$ cat config.mk
export PLATFORM = sky130hd
export DESIGN_NAME = alu_control
export DESIGN_NICKNAME = d
export VERILOG_FILES = /design/src/rtl/alu_pkg.sv /design/src/rtl/alu_control.sv
export SDC_FILE = /design/constraint.sdc
export NUM_CORES = 1
export LEC_CHECK = 0
export BUFFER_PORTS_ARGS = -buffer_cell sky130_fd_sc_hd__clkbuf_2
export CORE_AREA = 10 10 47 49
export CTS_CLUSTER_DIAMETER = 120
export CTS_CLUSTER_SIZE = 28
export DETAILED_ROUTE_END_ITERATION = 12
export DIE_AREA = 0 0 57 59
export GPL_TIMING_DRIVEN = 0
export PLACE_DENSITY = 0.77
export REMOVE_ABC_BUFFERS = 1
export SLEW_MARGIN = 20
export SYNTH_ARGS = -nofsm -noshare
export SYNTH_HDL_FRONTEND = slang
export SYNTH_SLANG_ARGS = --single-unit
$ cat constraint.sdc
create_clock -name clk -period 1.54 [get_ports clk]
set_clock_uncertainty 0.05 [all_clocks]
set_input_delay 0.077 -clock clk [delete_from_list [all_inputs] [get_ports clk]]
set_output_delay 0.077 -clock clk [all_outputs]
set_load 0.01 [all_outputs]
$ cat src/rtl/alu_pkg.sv
// Shared ALU operation codes, op-class encoding and instruction field positions
// for the RV32 single-cycle datapath.
package alu_pkg;

  typedef enum logic [3:0] {
    AluAnd  = 4'b0000,
    AluOr   = 4'b0001,
    AluAdd  = 4'b0010,
    AluXor  = 4'b0011,
    AluSll  = 4'b0100,
    AluSrl  = 4'b0101,
    AluSub  = 4'b0110,
    AluSlt  = 4'b0111,
    AluSltu = 4'b1000,
    AluSra  = 4'b1001
  } alu_op_t;

  typedef enum logic [1:0] {
    ClsMem    = 2'b00,
    ClsBranch = 2'b01,
    ClsRtype  = 2'b10,
    ClsItype  = 2'b11
  } alu_op_cls_e;

  localparam int unsigned Funct3Lsb = 12;
  localparam int unsigned Funct3Msb = 14;
  localparam int unsigned Funct7Lsb = 25;
  localparam int unsigned Funct7Msb = 31;

  localparam logic [6:0] F7Base = 7'b0000000;
  localparam logic [6:0] F7Alt  = 7'b0100000;

  localparam logic [2:0] F3AddSub = 3'b000;
  localparam logic [2:0] F3Sll    = 3'b001;
  localparam logic [2:0] F3Shr    = 3'b101;

  // Operation selected by funct3 alone, before any funct7 qualification.
  function automatic alu_op_t base_op(logic [2:0] funct3);
    unique case (funct3)
      3'b000:  return AluAdd;
      3'b001:  return AluSll;
      3'b010:  return AluSlt;
      3'b011:  return AluSltu;
      3'b100:  return AluXor;
      3'b101:  return AluSrl;
      3'b110:  return AluOr;
      default: return AluAnd;
    endcase
  endfunction

endpackage

$ cat src/rtl/alu_control.sv
// ALU operation decode: combinational op code and illegal flag from funct3/funct7
// and the op class, plus a registered op code and a sticky illegal flag.
module alu_control
  import alu_pkg::*;
(
  input  logic        clk,
  input  logic        rst_n,
  input  logic [31:0] instruction,
  input  logic [1:0]  alu_op_sel,
  output logic [3:0]  alu_op,
  output logic        illegal,
  output logic [3:0]  alu_op_q,
  output logic        illegal_seen
);

  logic [2:0] funct3;
  logic [6:0] funct7;
  alu_op_t    op_d;
  logic       illegal_d;
  alu_op_t    op_q;
  logic       seen_q;

  assign funct3 = instruction[Funct3Msb:Funct3Lsb];
  assign funct7 = instruction[Funct7Msb:Funct7Lsb];

  always_comb begin
    op_d      = AluAdd;
    illegal_d = 1'b0;
    unique case (alu_op_cls_e'(alu_op_sel))
      ClsMem:    op_d = AluAdd;
      ClsBranch: op_d = AluSub;
      ClsRtype: begin
        op_d = base_op(funct3);
        if (funct7 == F7Alt && funct3 == F3AddSub) begin
          op_d = AluSub;
        end else if (funct7 == F7Alt && funct3 == F3Shr) begin
          op_d = AluSra;
        end else if (funct7 != F7Base) begin
          illegal_d = 1'b1;
        end
      end
      ClsItype: begin
        // funct7 is immediate data except for the shift encodings.
        op_d = base_op(funct3);
        if (funct3 == F3Shr && funct7 == F7Alt) begin
          op_d = AluSra;
        end else if ((funct3 == F3Sll || funct3 == F3Shr) && funct7 != F7Base) begin
          illegal_d = 1'b1;
        end
      end
      default: op_d = AluAdd;
    endcase
    if (illegal_d) begin
      op_d = AluAdd;
    end
  end

  assign alu_op  = op_d;
  assign illegal = illegal_d;

  always_ff @(posedge clk or negedge rst_n) begin
    if (!rst_n) begin
      op_q   <= AluAdd;
      seen_q <= 1'b0;
    end else begin
      op_q   <= op_d;
      seen_q <= seen_q | illegal_d;
    end
  end

  assign alu_op_q     = op_q;
  assign illegal_seen = seen_q;

endmodule

# Word-level counts from Yosys, hierarchy flattened
# Index checks and enable logic that the tools add are counted.
# classes
add_sub_neg	0
mul	0
div	0
magnitude_cmp	0
n_eq_ne	10
shift	0
n_mux	11
bitwise_logic	1
reduce_logical	7
# op_table
op	count
$pmux 4 s7	1
$pmux 4 s4	1
$mux 4	3
$eq 3x3->1 const B	3
$eq 7x6->1 const B	1
$reduce_bool 7->1	1
$eq 3x2->1 const B	2
$mux 1	5
$eq 2x2->1 const B	2
$eq 3x1->1 const B	1
$logic_and 1x1->1	3
$logic_not 3->1	1
$eq 2x1->1 const B	1
$logic_not 2->1	1
$pmux 1 s2	1
$logic_or 1x1->1	1
$or 1x1->1	1
# word_totals
register_bits	5
latch_bits	0
mem_bits_rw	0
rom_bits	0
inputBits	36
word_cells	31
memories	0

# Longest topological paths before layout
# depth
ltp_word	7
depth_mapped	4

# Worst setup path before layout
# No wires, ideal clock.
# synth_path
kind	input port to flip-flop
from	in instruction[26]
to	reg op_q[2], in the netlist alu_op_q[2]
setup_ns	0.169
t_arrival_ns	1.442
required_ns	1.321
slack_ns	-0.121
cell_stages	3
n_path_buf	0
cell_sequence	or4_4 > or3_1 > a311oi_1
# synth_between
elab_chain_cells	6
elab_cells_between_ends	15
cone_classes	eq/ne (1); mux (10); reduce/logical (4)
# synth_lines
element	line	source
start: declaration	alu_control.sv:8	input logic [31:0] instruction,
$eq 7x6->1 or $reduce_bool 7->1 (tied branches)	--	
$logic_and 1x1->1 (tied with other cells)	alu_control.sv:36, alu_control.sv:45	
$mux 4 (tied with other cells)	alu_control.sv:45	if (funct3 == F3Shr && funct7 == F7Alt) begin
$mux 4 (tied with other cells)	alu_control.sv:34	if (funct7 == F7Alt && funct3 == F3AddSub) begin
$pmux 4 s4 or $pmux 1 s2 (tied branches)	alu_control.sv:29	unique case (alu_op_cls_e'(alu_op_sel))
$mux 4 (*)	alu_control.sv:53	if (illegal_d) begin
via alu_op[2]	alu_control.sv:10	output logic [3:0] alu_op,
end signal: assignment	alu_control.sv:63	op_q <= AluAdd;
end signal: assignment	alu_control.sv:66	op_q <= op_d;
end: declaration	alu_control.sv:20	alu_op_t op_q;
# Mark *: on every way through the listed nets, which the timed path passes. The rest lies on a longest branch.

# Final worst setup path
# layout_path
from	in instruction[26]
to	out alu_op[1]
# layout_between
elab_chain_cells	6
elab_cells_between_ends	15
cone_classes	eq/ne (1); mux (10); reduce/logical (4)
# layout_lines
element	line
$eq 7x6->1 or $reduce_bool 7->1 (tied branches)	--
$logic_and 1x1->1 (tied with other cells)	alu_control.sv:36, alu_control.sv:45
$mux 4 (tied with other cells)	alu_control.sv:45
$mux 4 (tied with other cells)	alu_control.sv:34
$pmux 4 s4 or $pmux 1 s2 (tied branches)	alu_control.sv:29
$mux 4 (*)	alu_control.sv:53
end: declaration	alu_control.sv:10
# Every way passes the cells marked *; elsewhere a longest branch is shown, timed or not.

==> results.json <==
{
  "avgSynthCellArea_um2": 9.55,
  "failed_checks": "negative setup slack",
  "yosysSeqAreaShare_pct": 40.1,
  "end_kind": "primary output",
  "start_util_pct": 22.5,
  "worstPathRequired_ns": 1.41,
  "cts_root_buf": "clkbuf_4",
  "final_core_util_pct": 37.9,
  "slew_headroom_pct": 80.7,
  "io_pins": 46,
  "max_freq_mhz": 599,
  "worst_r2r_endpoint": "illegal_seen$_DFF_PN0_",
  "cap_violations": 0,
  "avgRoutedWirePerCell_um": 12.2,
  "post-route-min-period_ns": 1.67,
  "core_area_um2": 1400,
  "grt_pass1_wl_um": 1570,
  "clock_latency_ns": 0.23,
  "final_cell_mix": "clkbuf_2 (22), dfrtp_1 (4), clkbuf_4 (3), buf_4 (3)",
  "synth_top_cell_by_area": "dfrtp_1",
  "overflow": 0,
  "antenna_cells": 0,
  "tightest_slew_ns": 0.289,
  "ant_nets": 0,
  "rsz0062_at_grt": "true",
  "drc_errors": 0,
  "cts_max_path_buffers": 2,
  "cts_buffers": 3,
  "p_total_mw": 0.377,
  "r2r-start": "illegal_seen$_DFF_PN0_",
  "grt_pass1_vias": 397,
  "hold_violations": 0,
  "finalSetupViolCount": 3,
  "grt_max_degree": 8,
  "cts_sinks": 5,
  "final_common_cell": "clkbuf_2",
  "num_rows": 14,
  "drive_gt1_share_pct": 59.4,
  "critPathMaxFanout": 5,
  "htree_levels": 1,
  "fp.dieH_um": 59,
  "hold_class": "in2reg",
  "powerDensity_nw_per_um2": 710,
  "yosysTopAreaCellShare_pct": 31.7,
  "first_pass_iters": 4,
  "synth-seq-cells": 5,
  "hpwl_um": 829,
  "wl_um": 978,
  "r2r_setup_slack_ns": 0.78,
  "area_growth_pct": 68.7,
  "p_leak_nw": 0.257,
  "grt_use_total_pct": 5.99,
  "yosysUniqueCellTypes": 24,
  "cp.arrival_ns": 1.54,
  "syn_area_um2": 315,
  "worstHoldEndpoint": "alu_op_q[2]$_DFF_PN0_",
  "critPathKind": "in2out",
  "clk_pin_slew_ns": 0.04,
  "fp.dieArea_um2": 3360,
  "status": "complete, but fails checks",
  "nNetsFinal": 101,
  "port_buffers": 23,
  "vias_per_cell": 4.61,
  "startpoint_type": "primary input",
  "die_x_um": 57,
  "cts_tree": "built",
  "whs_path_depth": 2,
  "setup_slack_ns": -0.131,
  "ir_worst_vdd_uv": 160,
  "synth_area_leaders": "dfrtp_1 (32%), dfstp_2 (8.3%), or4_4 (7.1%)",
  "worst_hold_startpoint": "alu_op_sel[1]",
  "antenna_found_initial": 0,
  "yosysWarningCount": 0,
  "finalCritPeriodShare_pct": 108,
  "vias": 369,
  "slew_viol_final": 0,
  "reg2reg_depth": 1,
  "drt_iter0_drc": 6,
  "gp_congestion": 0.838,
  "setup_tns_ns": -0.244,
  "synth_cells": 33
}
## flip-flops by register name (all words and copies together), names as in the netlist
name and count:
alu_op_q 4, illegal_seen 1
## stage by stage
step                      hold slack (ns)  cells  setup WS [ns]  cell area [um2]
after global routing               0.0959     80         -0.196              532
final                              0.0861     80         -0.131              532
after global placement             -0.158     72         -0.199              450
after CTS                          0.0718     80         -0.128              522
after floorplan                    -0.269     33         -0.121              315
after detailed placement           -0.155     72         -0.210              450
## worst max path at each step
stage          slack [ns]             from                     to
2_1_floorplan       -0.12  instruction[26]  alu_op_q[2]$_DFF_PN0_
3_3_place_gp        -0.20  instruction[26]              alu_op[2]
3_5_place_dp        -0.21  instruction[26]              alu_op[2]
4_1_cts             -0.13  instruction[26]              alu_op[2]
5_1_grt             -0.20  instruction[26]              alu_op[1]
6_report            -0.13  instruction[26]              alu_op[1]
## report_power, final
group	internal, mW	total, mW	switching [mW]
Combinational	0.0434	0.0910	0.0477
Clock	0.0976	0.145	0.0479
Sequential	0.139	0.141	0.00153
Total	0.280	0.377	0.0971
## layer usage
| layer | vias to the layer above | share of wire [%] | GRT usage (%) |
|---|---|---|---|
| met3 | 0 | 9.4 | 3.00 |
| li1 | 186 | - | - |
| met1 | 169 | 35 | 5.05 |
| met2 | 14 | 55 | 9.92 |
| met5 | - | 0 | 0 |
| met4 | 0 | 0 | 6.04 |
## critical path: stages
cell and delay [ns]:
clkbuf_2 0.08, or4_4 0.56, nor3_4 0.16, a21oi_2 0.12, or3b_1 0.40, clkbuf_2 0.14
## cells by family after synthesis
| kind of cell | synth area share, % |
|---|---|
| simple gates | 39.7 |
| compound gates | 14.7 |
| flops | 40.1 |
| buf+inv | 2.38 |
| mux | 3.17 |
## final cells by class
class                   count  area (um2)
well taps                  16        20.0
clock buffers               4        26.3
repair buffers             27         148
flip-flops and latches      5         126
fillers                   154         870
multi-input cells          26         204
inverters                   2        7.51
## cells in the mapped netlist (all sizes together)
cell type	count
nor2b	1
nor4	1
or2	1
a21oi	3
nand3	1
nand3b	1
dfrtp	4
or4	2
inv	2
a311oi	1
and2b	1
dfstp	1
and2	1
nand4b	1
nor3b	1
or3	1
o32ai	1
or3b	1
nor3	1
nand2	2
o21ai	2
mux2i	1
nor2	2
## repair_timing
action / 4_1_cts / 5_1_grt
setup buffers: 3 / 0
setup endpoints to repair: 4 / 4
hold buffers: 1 / 0
hold endpoints to repair: 5 / 0
pin swaps: 2 / 1
gates resized for setup: 2 / 3
No activity file was read; power rests on OpenSTA's default activity.
